===== src/rtl/reg_initiator.sv =====
// Single-outstanding register bus initiator: one bus op per accepted request,
// read data captured a fixed number of edges after the RD op and held until consumed.
module reg_initiator #(
  parameter int DWIDTH     = 8,
  parameter int AWIDTH     = 8,
  parameter int RD_LATENCY = 1
) (
  input  logic              clk,
  input  logic              rst,
  input  logic              req_valid,
  output logic              req_ready,
  input  logic              req_write,
  input  logic [AWIDTH-1:0] req_addr,
  input  logic [DWIDTH-1:0] req_wdata,
  output logic              rsp_valid,
  input  logic              rsp_ready,
  output logic [DWIDTH-1:0] rsp_rdata,
  output logic [1:0]        reg_op,
  output logic [AWIDTH-1:0] reg_addr,
  output logic [DWIDTH-1:0] reg_wdata,
  input  logic [DWIDTH-1:0] reg_rdata
);
  localparam int CW = (RD_LATENCY > 1) ? $clog2(RD_LATENCY) : 1;
  localparam logic [1:0] OP_NOP = 2'b00, OP_RD = 2'b01, OP_WR = 2'b10;

  typedef enum logic [1:0] {IDLE, ISSUE, WAIT, RESP} state_t;

  state_t            state_q, state_d;
  logic [1:0]        op_q, op_d;
  logic [AWIDTH-1:0] addr_q, addr_d;
  logic [DWIDTH-1:0] wdata_q, wdata_d;
  logic [CW-1:0]     cnt_q, cnt_d;
  logic              rv_q, rv_d;
  logic [DWIDTH-1:0] rdata_q, rdata_d;
  logic              accept;

  always_ff @(posedge clk or posedge rst) begin
    if (rst) begin
      state_q <= IDLE;
      op_q    <= OP_NOP;
      addr_q  <= '0;
      wdata_q <= '0;
      cnt_q   <= '0;
      rv_q    <= 1'b0;
      rdata_q <= '0;
    end else begin
      state_q <= state_d;
      op_q    <= op_d;
      addr_q  <= addr_d;
      wdata_q <= wdata_d;
      cnt_q   <= cnt_d;
      rv_q    <= rv_d;
      rdata_q <= rdata_d;
    end
  end

  assign accept = req_valid && req_ready;

  always_comb begin
    state_d = state_q;
    op_d    = op_q;
    addr_d  = addr_q;
    wdata_d = wdata_q;
    cnt_d   = cnt_q;
    rv_d    = rv_q;
    rdata_d = rdata_q;
    case (state_q)
      IDLE: ;
      ISSUE: begin
        op_d = OP_NOP;
        if (op_q == OP_WR) begin
          state_d = IDLE;
        end else begin
          cnt_d   = CW'(RD_LATENCY - 1);
          state_d = WAIT;
        end
      end
      WAIT: begin
        if (cnt_q == '0) begin
          rdata_d = reg_rdata;
          rv_d    = 1'b1;
          state_d = RESP;
        end else begin
          cnt_d = cnt_q - 1'b1;
        end
      end
      RESP: begin
        if (rsp_ready) begin
          rv_d    = 1'b0;
          state_d = IDLE;
        end
      end
      default: state_d = IDLE;
    endcase
    // An accept (IDLE, or a WR in ISSUE) overrides the fall-back to NOP so writes can stream.
    if (accept) begin
      state_d = ISSUE;
      addr_d  = req_addr;
      op_d    = req_write ? OP_WR : OP_RD;
      if (req_write) wdata_d = req_wdata;
    end
  end

  always_comb begin
    req_ready = !rst && ((state_q == IDLE) || (state_q == ISSUE && op_q == OP_WR));
  end

  assign reg_op    = op_q;
  assign reg_addr  = addr_q;
  assign reg_wdata = wdata_q;
  assign rsp_valid = rv_q;
  assign rsp_rdata = rdata_q;

endmodule


===== config.mk =====
export PLATFORM = sky130hd
export DESIGN_NAME = reg_initiator
export DESIGN_NICKNAME = d
export VERILOG_FILES = /design/src/rtl/reg_initiator.sv
export SDC_FILE = /design/constraint.sdc
export NUM_CORES = 1
export LEC_CHECK = 0
export ABC_AREA = 1
export CAP_MARGIN = 10
export CORE_MARGIN = 3
export CORE_UTILIZATION = 44
export DETAILED_ROUTE_END_ITERATION = 6
export GPL_TIMING_DRIVEN = 0
export HOLD_SLACK_MARGIN = 0.15
export PLACE_DENSITY = 0.9
export SLEW_MARGIN = 0
export SYNTH_ARGS = -nofsm -noshare
export SYNTH_HDL_FRONTEND = slang
export SYNTH_SLANG_ARGS = --single-unit

===== constraint.sdc =====
create_clock -name clk -period 3.7 [get_ports clk]
set_input_delay 0.74 -clock clk [delete_from_list [all_inputs] [get_ports clk]]
set_output_delay 0.74 -clock clk [all_outputs]
set_load 0.02 [all_outputs]

==> results.toml <==
[synthesis]
synth-edff-count = 0
synth.area.mux_share_pct = 7.06
synth.area.top_cells = "dfrtp_1 57%, nand2_1 12%, mux2_2 7.1%, nand3_1 4.3%, ha_1 3.9%"
synth_cell_types = 20
synth_ff_type = "dfrtp_1"
synth_top_area_share_pct = 56.9
synthTopCellsByCount = "40 x nand2_1, 29 x dfrtp_1, 11 x nand3_1, 8 x mux2_2, 8 x nand4_1"
avgSynthCellArea_sq_um = 10.1
ys_ff_latch = 29
synth_xor_area_share_pct = 0
yosysWarnings = 0
post-synth-top-count-cell = "nand2_1"
seq_area_frac_synth_pct = 56.9
synthAdderAreaFrac_pct = 3.92
synth_top_family_by_area = "simple AND/OR/NAND/NOR gates"
synth-compound-area-share_pct = 3.73
synthesis.area_sq_mm = 0.00128
yosys.area.top_type = "dfrtp_1"
yosys.area_share.simple_pct = 22.8
syn-num-nets = 159
ys_async_sr_fraction_pct = 100
synthCells = 126

[sta]
finalClockSkew_ns = 0.0109
post-route-period-util_pct = 82.2
hold_viol_final = 0
grt_setup_unrepaired = "false"
setup_viol = 0
setup_tns_ns = 0
worst_pin_slew_ns = 0.527
fin_crit_ns = 3.04
max_freq_ghz = 0.329
max-slew-margin-rel_pct = 64.8
drv_slew = 0
worst_slack_ns = 0.660

[layout]
drive_gt1_share_pct = 14.8
num_antenna_cells = 0
fin_area_sq_mm = 0.00195
fin_nets = 221
syn_to_final_growth_pct = 52.9

[routing]
viasPerCell = 5.14
ant_nets = 0
drc_errors = 0
first_iter_violations = 35
wirelength_mm = 3.39
dr.pass1.iters = 4
post_drt_wl_per_cell_um = 15.5
vias = 1125

[clock_tree]
cts_buffer_depth = 2
cts_resized = 0
cts_tree = "done"
cts_hold_buf = 0
root_buffer = "clkbuf_4"
cts_made_buffers = 5
post_cts_buffers = 0
cts_htree_levels = 2
clkSinkCount = 29
clk_latency_ns = 0.34
clk_pin_slew_ns = 0.10

[placed_design]
dpl_worst_slack_ns = 0.670
gp_congestion = 0.688
port_buffers = 54
dpl_cell_area_sq_mm = 0.00185
dpl.hpwl_mm = 2.49

[pwr]
ir_drop_mv = 0.764
p_leak_nw = 0.924
power.density_cell_area_mw_per_mm2 = 856
p_total_mw = 1.67

[critical_path]
crit_required_ns = 2.96
worst-setup-path-type = "in -> out"
reg2reg_slack_ns = 2.07
start_kind = "input pin"
end_kind = "output port"
path_max_fanout = 10
critPathArrivalTime_ns = 2.30

[grt]
grt_pass1_wl_mm = 5.51
antenna_found_initial = 0
grt_pass1_vias = 1204
grt_overflow = 0
track_usage_pct = 21.1
grt_max_degree = 32

[run_status]
status = "finished, final reports clean"

[worst_hold_path]
min_path_type = "reg -> reg"

[die]
dieArea_sq_mm = 0.00358
die_w_um = 59.9
dieHeight_um = 59.9
design.core.area_sq_mm = 0.00261
rows = 18
io_pins = 57
start_util_pct = 48.9

[flow_run]
drv_cap = 0
-- layout make-up --
class                      instances  area (sq um)
inverter                           8          30.0
timing repair buffer              55           568
buffer                             6          41.3
clock buffer                       7          65.1
fill                             196           661
multi-input combinational         83           479
sequential                        29           726
tap                               30          37.5
clock inverter                     1          5.00
-- worst paths after layout --
kind                       cells after the start        start          end
setup reg to reg                               8   state_q[1]  reg_addr[1]
hold / removal                                 2  reg_addr[3]  reg_addr[3]
min in group asynchronous                      2          rst    reg_op[1]
max in group asynchronous                      3          rst  reg_addr[1]
setup / recovery                               4          rst    req_ready
hold reg to reg                                2  reg_addr[3]  reg_addr[3]
-- logic make-up (layout without fill, tap and decap cells) --
group | after synthesis | after routing
and+or+nand+nor | 64 | 64
DFF | 29 | 29
AOI/OAI and AO/OA | 7 | 7
adders and majority gates | 4 | 4
buffers and inverters | 14 | 77
muxes | 8 | 8
-- layout by cell type (no fill, tap or decap), drive strengths merged --
cell,synthesis,layout
o21ai,2,2
inv,8,8
clkinv,0,1
mux2,8,8
clkbuf,0,7
a31oi,1,1
clkdlybuf4s50,0,54
ha,4,4
a21oi,4,4
buf,6,7
nand3,12,12
nand2,41,41
nor2,2,2
nand4,9,9
dfrtp,29,29
-- critical path: stages --
cell	delay, ns
clkdlybuf4s50_1	0.46
a21oi_4	0.28
buf_6	0.18
clkdlybuf4s50_1	0.63
-- flip-flops by register name (all words and copies together) (netlist names) --
signal,flops
reg_op,2
rsp_valid,1
reg_wdata,8
reg_addr,8
rsp_rdata,8
state_q,2
-- through the flow --
step,utilization [%],hold WS (ns),instances
floorplan,-,0.565,126
global placement,71.0,0.453,210
detailed placement,71.0,0.458,210
CTS,73.7,0.481,218
global route,74.7,0.503,219
finish,74.7,0.479,219
-- power by group --
part	total (mW)	internal [mW]	switching (mW)
Clock	0.226	0.110	0.116
Combinational	0.875	0.422	0.453
Sequential	0.570	0.470	0.0994
-- layer usage --
metal / share of wire [%] / track usage (%)
met5: 0 / 0
met4: 1.4 / 6.33
met3: 6.1 / 8.64
met2: 54 / 34.9
met1: 39 / 25.1
Power figures use the tool's default switching activity.
